===== config.mk =====
export PLATFORM = sky130hd
export DESIGN_NAME = move_queue
export DESIGN_NICKNAME = d
export VERILOG_FILES = /design/src/rtl/twenty48_pkg.sv /design/src/rtl/move_fifo.sv /design/src/rtl/move_queue.sv
export SDC_FILE = /design/constraint.sdc
export NUM_CORES = 1
export LEC_CHECK = 0
export CAP_MARGIN = 30
export CORE_MARGIN = 1
export CORE_UTILIZATION = 60
export CTS_CLUSTER_SIZE = 16
export DETAILED_ROUTE_END_ITERATION = 12
export DONT_BUFFER_PORTS = 1
export PLACE_DENSITY = 0.85
export SLEW_MARGIN = 20
export SYNTH_ARGS = -nofsm -noshare
export SYNTH_HDL_FRONTEND = slang
export SYNTH_SLANG_ARGS = --single-unit

===== constraint.sdc =====
create_clock -name clk -period 3.83 [get_ports clk]
set_clock_uncertainty 0.2 [all_clocks]
set_input_delay 0.383 -clock clk [delete_from_list [all_inputs] [get_ports clk]]
set_output_delay 0.383 -clock clk [all_outputs]
set_load 0.1 [all_outputs]

===== src/rtl/twenty48_pkg.sv =====
// ============================================================================
// twenty48_pkg : shared move codes and direction-button bit indices.
// Rev 1.0
// ============================================================================
`default_nettype none

package twenty48_pkg;

  typedef logic [1:0] dir_t;

  localparam dir_t DIR_UP    = 2'd0;
  localparam dir_t DIR_RIGHT = 2'd1;
  localparam dir_t DIR_DOWN  = 2'd2;
  localparam dir_t DIR_LEFT  = 2'd3;

  localparam int BTN_UP    = 0;
  localparam int BTN_RIGHT = 1;
  localparam int BTN_DOWN  = 2;
  localparam int BTN_LEFT  = 3;

endpackage

`default_nettype wire


===== src/rtl/move_fifo.sv =====
// ============================================================================
// move_fifo : DEPTH x 2-bit fall-through FIFO. A push is accepted when full
// only if the head is popped in the same cycle. Reading an empty FIFO returns 0.
// Rev 1.0
// ============================================================================
`default_nettype none

module move_fifo
  import twenty48_pkg::*;
#(
  parameter int DEPTH = 4,
  parameter int PTR_W = 2
) (
  input  logic             clk,
  input  logic             rst,
  input  logic             push,
  input  dir_t             push_data,
  input  logic             pop,
  output dir_t             rd_data,
  output logic             accepted,
  output logic             full,
  output logic             empty,
  output logic [PTR_W:0]   count
);

  localparam logic [PTR_W:0] FULL_CNT = (PTR_W+1)'(DEPTH);

  dir_t             mem [DEPTH];
  logic [PTR_W-1:0] rd_ptr;
  logic [PTR_W-1:0] wr_ptr;
  logic             pop_ok;

  assign empty    = (count == '0);
  assign full     = (count == FULL_CNT);
  assign pop_ok   = pop & ~empty;
  assign accepted = push & (~full | pop_ok);
  assign rd_data  = empty ? DIR_UP : mem[rd_ptr];

  always_ff @(posedge clk or posedge rst) begin
    if (rst) begin
      rd_ptr <= '0;
      wr_ptr <= '0;
      count  <= '0;
    end else begin
      if (pop_ok)   rd_ptr <= rd_ptr + PTR_W'(1);
      if (accepted) wr_ptr <= wr_ptr + PTR_W'(1);
      if (accepted && !pop_ok)      count <= count + (PTR_W+1)'(1);
      else if (!accepted && pop_ok) count <= count - (PTR_W+1)'(1);
    end
  end

  // Storage needs no reset: nothing is visible past the pointers.
  always_ff @(posedge clk) begin
    if (accepted) mem[wr_ptr] <= push_data;
  end

endmodule

`default_nettype wire


===== src/rtl/move_queue.sv =====
// ============================================================================
// move_queue : edge-detects direction presses, priority-encodes them into move
// codes and queues them. Optional macro MOVE_QUEUE_COALESCE_EN drops an event
// equal to the queued tail code. Rev 1.0
// ============================================================================
`default_nettype none

module move_queue
  import twenty48_pkg::*;
#(
  parameter int DEPTH = 4,
  parameter int PTR_W = 2
) (
  input  logic             clk,
  input  logic             rst,
  input  logic [3:0]       press,
  output logic             move_valid,
  output logic [1:0]       move_dir,
  input  logic             move_ready,
  output logic [PTR_W:0]   count,
  output logic             overflow
);

  logic [3:0] press_q;
  logic [3:0] edges;
  logic       evt;
  dir_t       code;
  logic       push_req;
  logic       pop;
  logic       accepted;
  logic       full;
  logic       empty;
  dir_t       head;

  assign edges = press & ~press_q;
  assign evt   = |edges;

  // Lowest bit wins; losing edges are dropped without flagging overflow.
  always_comb begin
    code = DIR_UP;
    if (edges[BTN_UP])         code = DIR_UP;
    else if (edges[BTN_RIGHT]) code = DIR_RIGHT;
    else if (edges[BTN_DOWN])  code = DIR_DOWN;
    else if (edges[BTN_LEFT])  code = DIR_LEFT;
  end

`ifdef MOVE_QUEUE_COALESCE_EN
  dir_t last_code;

  assign push_req = evt & ~((count != '0) && (code == last_code));

  always_ff @(posedge clk or posedge rst) begin
    if (rst)           last_code <= DIR_UP;
    else if (accepted) last_code <= code;
  end
`else
  assign push_req = evt;
`endif

  assign move_valid = ~empty;
  assign move_dir   = head;
  assign pop        = move_valid & move_ready;

  always_ff @(posedge clk or posedge rst) begin
    if (rst) begin
      press_q  <= '0;
      overflow <= 1'b0;
    end else begin
      press_q  <= press;
      overflow <= push_req & full & ~pop;
    end
  end

  move_fifo #(
    .DEPTH (DEPTH),
    .PTR_W (PTR_W)
  ) u_fifo (
    .clk       (clk),
    .rst       (rst),
    .push      (push_req),
    .push_data (code),
    .pop       (pop),
    .rd_data   (head),
    .accepted  (accepted),
    .full      (full),
    .empty     (empty),
    .count     (count)
  );

endmodule

`default_nettype wire


Word-level counts from Yosys, hierarchy flattened:

Memory sizes are Yosys's and may differ from the RTL's.
Index checks and enable logic that the tools add are counted.

* register bits after elaboration: 12
* memory bits (writable): 8
* bits of input ports: 7
* output and inout bits: 7
* logic and storage cells: 38
* memories: 1

* add/subtract/negate cells: 4
* equality and inequality tests: 1
* muxes and demuxes: 9
* bitwise gates (word level): 11
* reductions and logical operators: 7

Memory list
* u_fifo.mem: depth 4, bits a word 2, rd ports 1, clocked after Yosys merged registers in 0, write ports 1, RTL line move_fifo.sv:28 `dir_t mem [DEPTH];`

Operator list (count)
* two-way mux 2 bit: 5
* two-way mux 3 bit: 2
* AND 1 bit: 5
* adder 2 x 1 -> 2 bit, second input constant: 2
* AND 4 bit: 1
* NOT 4 bit: 1
* OR reduction 4 bit: 1
* adder 3 x 1 -> 3 bit, second input constant: 1
* == test 3 bit, second input constant: 1
* logical NOT 3 bit: 1
* NOT 1 bit: 3
* subtractor 3 x 1 -> 3 bit, second input constant: 1
* logical AND 1 bit: 2
* logical NOT 1 bit: 2
* two-way mux 1 bit: 2
* nonzero test 2 bit: 1
* OR 1 bit: 1

Logic depth before layout (Yosys ltp):

* depth in word-level cells: 10
* depth in mapped cells: 9
* gate-level depth less buffers: 8

Modules after synthesis:

A second synthesis with hierarchy kept.

* cell total of the unflattened synthesis: 67
* area total of the unflattened synthesis: 998.5 µm²

By module, submodules not included
* move_fifo: times used 1, cells each 49, area each 755.7 µm², seq. area each 415.4 µm²
* move_queue: times used 1, cells each 18, area each 242.7 µm², seq. area each 125.1 µm²

Worst setup path after synthesis:

OpenSTA, ideal clock, no wires.

* kind: register to output
* start point: register u_fifo.count[0]
* end point: output move_dir[0]
* arrival time: 2514 ps
* required time: 3247 ps
* slack: 733 ps
* cell stages (with the launch flop): 4
* buffers on the path: 1
* path through: dfrtp_1 -> or3_1 -> buf_2 -> and2_1

* word-level cells in the longest chain between the ends: 2

Ends and longest elaborated chain
* start, declared: RTL line move_fifo.sv:23 `output logic [PTR_W:0] count`
* start signal, assigned: RTL line move_fifo.sv:47 `if (accepted && !pop_ok) count <= count + (PTR_W+1)'(1);`
* start signal, assigned: RTL line move_fifo.sv:48 `else if (!accepted && pop_ok) count <= count - (PTR_W+1)'(1);`
* logical NOT 3 bit: RTL line move_fifo.sv:33 `assign empty = (count == '0);`
* two-way mux 2 bit: RTL line move_fifo.sv:37 `assign rd_data = empty ? DIR_UP : mem[rd_ptr];`
* end, declared: RTL line move_queue.sv:18 `output logic [1:0] move_dir,`

No other way between the ends.

Worst setup path after layout:

* start point: register u_fifo.count[1]
* end point: register u_fifo.count[2]

* word-level cells in the longest chain between the ends: 9
* elaborated cells on any way between the ends: 17
* classes of those cells: add/sub (2); eq/ne (1); mux (2); bitwise (6); reduce/logical (6)

Ends and longest elaborated chain
* logical NOT 3 bit: RTL line move_fifo.sv:33
* NOT 1 bit: RTL line move_fifo.sv:35, move_queue.sv:60
* AND 1 bit: RTL line move_queue.sv:62 `assign pop = move_valid & move_ready;`
* AND 1 bit: RTL line move_fifo.sv:35 `assign pop_ok = pop & ~empty;`
* OR 1 bit: RTL line move_fifo.sv:36 `assign accepted = push & (~full | pop_ok);`
* AND 1 bit: RTL line move_fifo.sv:36
* logical NOT 1 bit: RTL line move_fifo.sv:48
* logical AND 1 bit: RTL line move_fifo.sv:48
* nonzero test 2 bit (no source line)

Several ways; a longest one is shown, not always the timed one. The select of a mux whose other input is x is not followed.
A chain may end at the register's enable or synchronous reset.

==> results.tsv <==
metric	value	unit
Worst EP arrival	2.70	ns
core area	1510	sq um
CP Launch Type	register	
compound-gate portion of the synthesized area	0.0456	
latest clock arrival within the worst-skew pair	0.30	ns
Synth cell types	26	
multiplexer share of the synthesized area	0.0742	
clk root buf	clkbuf_4	
DR pass1 iterations	3	
Reg clk slew, reported paths	0.10	ns
highest-count cells in the layout ignoring fill and taps	dfrtp_1 (12), edfxtp_1 (8), buf_4 (6)	
TritonCTS Buffers	3	
Slew Viols, Final	0	
fin crit share	0.697	
die width	42.0	microns
H-tree depth	1	
post-synthesis sequential area ratio	0.563	
antenna violations before repair	0	
Synth Cell Area	961	sq um
HP Class	in2reg	
Reg-to-Reg Start	u_fifo.count[1]	
GR Util All Layers	0.183	
final worst path period need	2.67	ns
total gr overflow	0	
DP HPWL	963	microns
vias in the first global route	519	
RD Place Congestion	0.711	
Max Cap Viol	0	
Synth Area in Adders	0.0859	
drt drc	0	
Max Clock Freq	0.374	GHz
CTS Sinks	20	
status	finished clean	
Inserted Diodes	0	
Post-CTS Setup Repair Bufs	0	
Area growth, synth to finish	13.8	%
slowest stage delay, CP	0.39	ns
wire per inst	14.1	microns
Iteration-0 DRC Markers	9	
clock buffer depth	2	
Syn Area/Cell	14.8	sq um
CTS tree	built	
largest family of logic cells by synthesized area	simple AND/OR/NAND/NOR gates	
Via Count	507	
WHS Endpoint	u_fifo.rd_ptr[0]	
Worst Hold Depth	2	
R2R depth	10	
I/O Buffers	0	
drt total wl	1320	microns
nets	93	
Detail Route Antenna Nets	0	
FP Rows	14	
Synth Area in XOR/XNOR	0.0547	
commonest non-fill, non-tap cell in the layout	dfrtp_1	
largest net degree at the start of global routing	13	
Yosys warnings	0	
r2r setup slk	1.16	ns
Mapped Nets	78	
kind of cell adding the most delay to the critical path	simple AND/OR/NAND/NOR gates	
DR vias/cell	5.39	
Slew @ Worst Pin	0.874	ns
Slowest-stage cell, CP	or3_1	
HP Start	move_ready	
final hold violation count	0	
fraction of final layout cells sized beyond drive strength 1	0.308	
Setup crit end kind	register	
CP max FO	5	
full die area	1770	sq um
register bit total from synthesis	20	
Cell Chain, Critical Path	buf_4, or3_1, buf_4, nand2_2, ha_1, inv_1, fa_1, xor2_1, nor2_1, xor2_1	
setup TNS	0	ns
die height	42.0	microns
cells after synthesis	65	
Crit Path Class	reg2reg	
Crit path buffers/inverters	3	
Slew HR	0.417	
# IOs	14	
Initial Util	0.638	
area share of and/or/nand/nor cells after synthesis	0.152	
RSZ-0062 raised after global routing	no	
R2R Path End	u_fifo.count[2]	
Worst Path Required	3.86	ns
first-pass GRT wire length	2260	microns
# setup viols final	0	
==> what timing repair did <==
action                                 CTS  global route
hold buffers                             5             0
gates resized for setup                  0             0
endpoints found under the hold margin   16             0
==> metal layers <==
metal	up-vias	track usage	part of all wire
met3	5	0.0259	0.023
li1	248	-	-
met5	-	0	0
met4	0	0.131	0.033
met2	8	0.291	0.48
met1	246	0.232	0.46
==> worst register-to-register path: cells and delay by family (launching register included) <==
| family | cells | cell delay (ns) |
|---|---|---|
| xor+xnor | 2 | 0.30 |
| fa+ha+maj | 2 | 0.56 |
| flops | 1 | 0.37 |
| buf+inv | 3 | 0.54 |
| simple gates | 3 | 0.63 |
==> final cells by class <==
type                       count  area [sq um]
inverter                       5          18.8
sequential                    20           541
timing repair buffer          11          95.1
clock buffer                   3          22.5
multi-input combinational     39           397
fill                         109           413
tap                           16          20.0
==> through the flow <==
| step | cells | area (sq um) | util | setup WS [ns] | hold WS [ns] |
|---|---|---|---|---|---|
| after global placement | 86 | 1020 | 0.678 | 1.20 | 0.103 |
| after detailed placement | 86 | 1020 | 0.678 | 1.20 | 0.119 |
| final | 94 | 1090 | 0.726 | 1.16 | 0.0205 |
| after floorplan | 65 | 961 | - | 0.733 | 0.0477 |
| after CTS | 94 | 1090 | 0.726 | 1.15 | 0.0227 |
| after global routing | 94 | 1090 | 0.726 | 1.05 | 0.0281 |
==> cells by family (layout without fill, tap and decap cells) <==
| family | Yosys count | count (layout) |
|---|---|---|
| mux | 4 | 4 |
| buf+inv | 6 | 19 |
| simple gates | 20 | 20 |
| compound gates | 3 | 3 |
| xor+xnor | 6 | 6 |
| fa+ha+maj | 6 | 6 |
| flops | 20 | 20 |
==> cells in the mapped netlist <==
| cell | count | area [sq um] |
|---|---|---|
| ha_1 | 5 | 62.6 |
| nand2_1 | 1 | 3.75 |
| nand2b_2 | 3 | 26.3 |
| nor2b_1 | 2 | 12.5 |
| nand3_1 | 1 | 5.00 |
| or3_1 | 1 | 6.26 |
| nand2b_1 | 1 | 6.26 |
| a31oi_1 | 1 | 6.26 |
| buf_2 | 1 | 5.00 |
| mux2_4 | 1 | 15.0 |
| fa_1 | 1 | 20.0 |
| nor4b_4 | 1 | 23.8 |
| inv_1 | 5 | 18.8 |
| nand2_2 | 1 | 6.26 |
| xor2_1 | 2 | 17.5 |
| mux2_2 | 1 | 11.3 |
| a41oi_4 | 1 | 27.5 |
| nor2_1 | 2 | 7.51 |
| and2_1 | 2 | 12.5 |
| dfrtp_1 | 12 | 300 |
| xnor2_1 | 4 | 35.0 |
| edfxtp_1 | 8 | 240 |
| mux4_2 | 2 | 45.0 |
| and3_1 | 1 | 6.26 |
| o31a_2 | 1 | 10.0 |
| and2_2 | 4 | 30.0 |
==> worst max-delay path by stage <==
| stage | cells after the start | to | startpoint | slack, ns |
|---|---|---|---|---|
| after floorplan | 3 | move_dir[0] | u_fifo.count[0] | 0.73 |
| after global placement | 10 | u_fifo.count[2] | u_fifo.count[1] | 1.20 |
| after detailed placement | 10 | u_fifo.count[2] | u_fifo.count[1] | 1.20 |
| after CTS | 10 | u_fifo.count[2] | u_fifo.count[1] | 1.15 |
| after global routing | 10 | u_fifo.count[2] | u_fifo.count[1] | 1.05 |
| final | 10 | u_fifo.count[2] | u_fifo.count[1] | 1.16 |
==> state kept, by name, indices dropped and copies added (netlist names) <==
name and flops:
overflow 1, press_q 4, u_fifo.count 3, u_fifo.mem 8, u_fifo.rd_ptr 2, u_fifo.wr_ptr 2
Power is not shown: default switching activity piles up to over one toggle a cycle in this logic, so the estimate is an artifact.
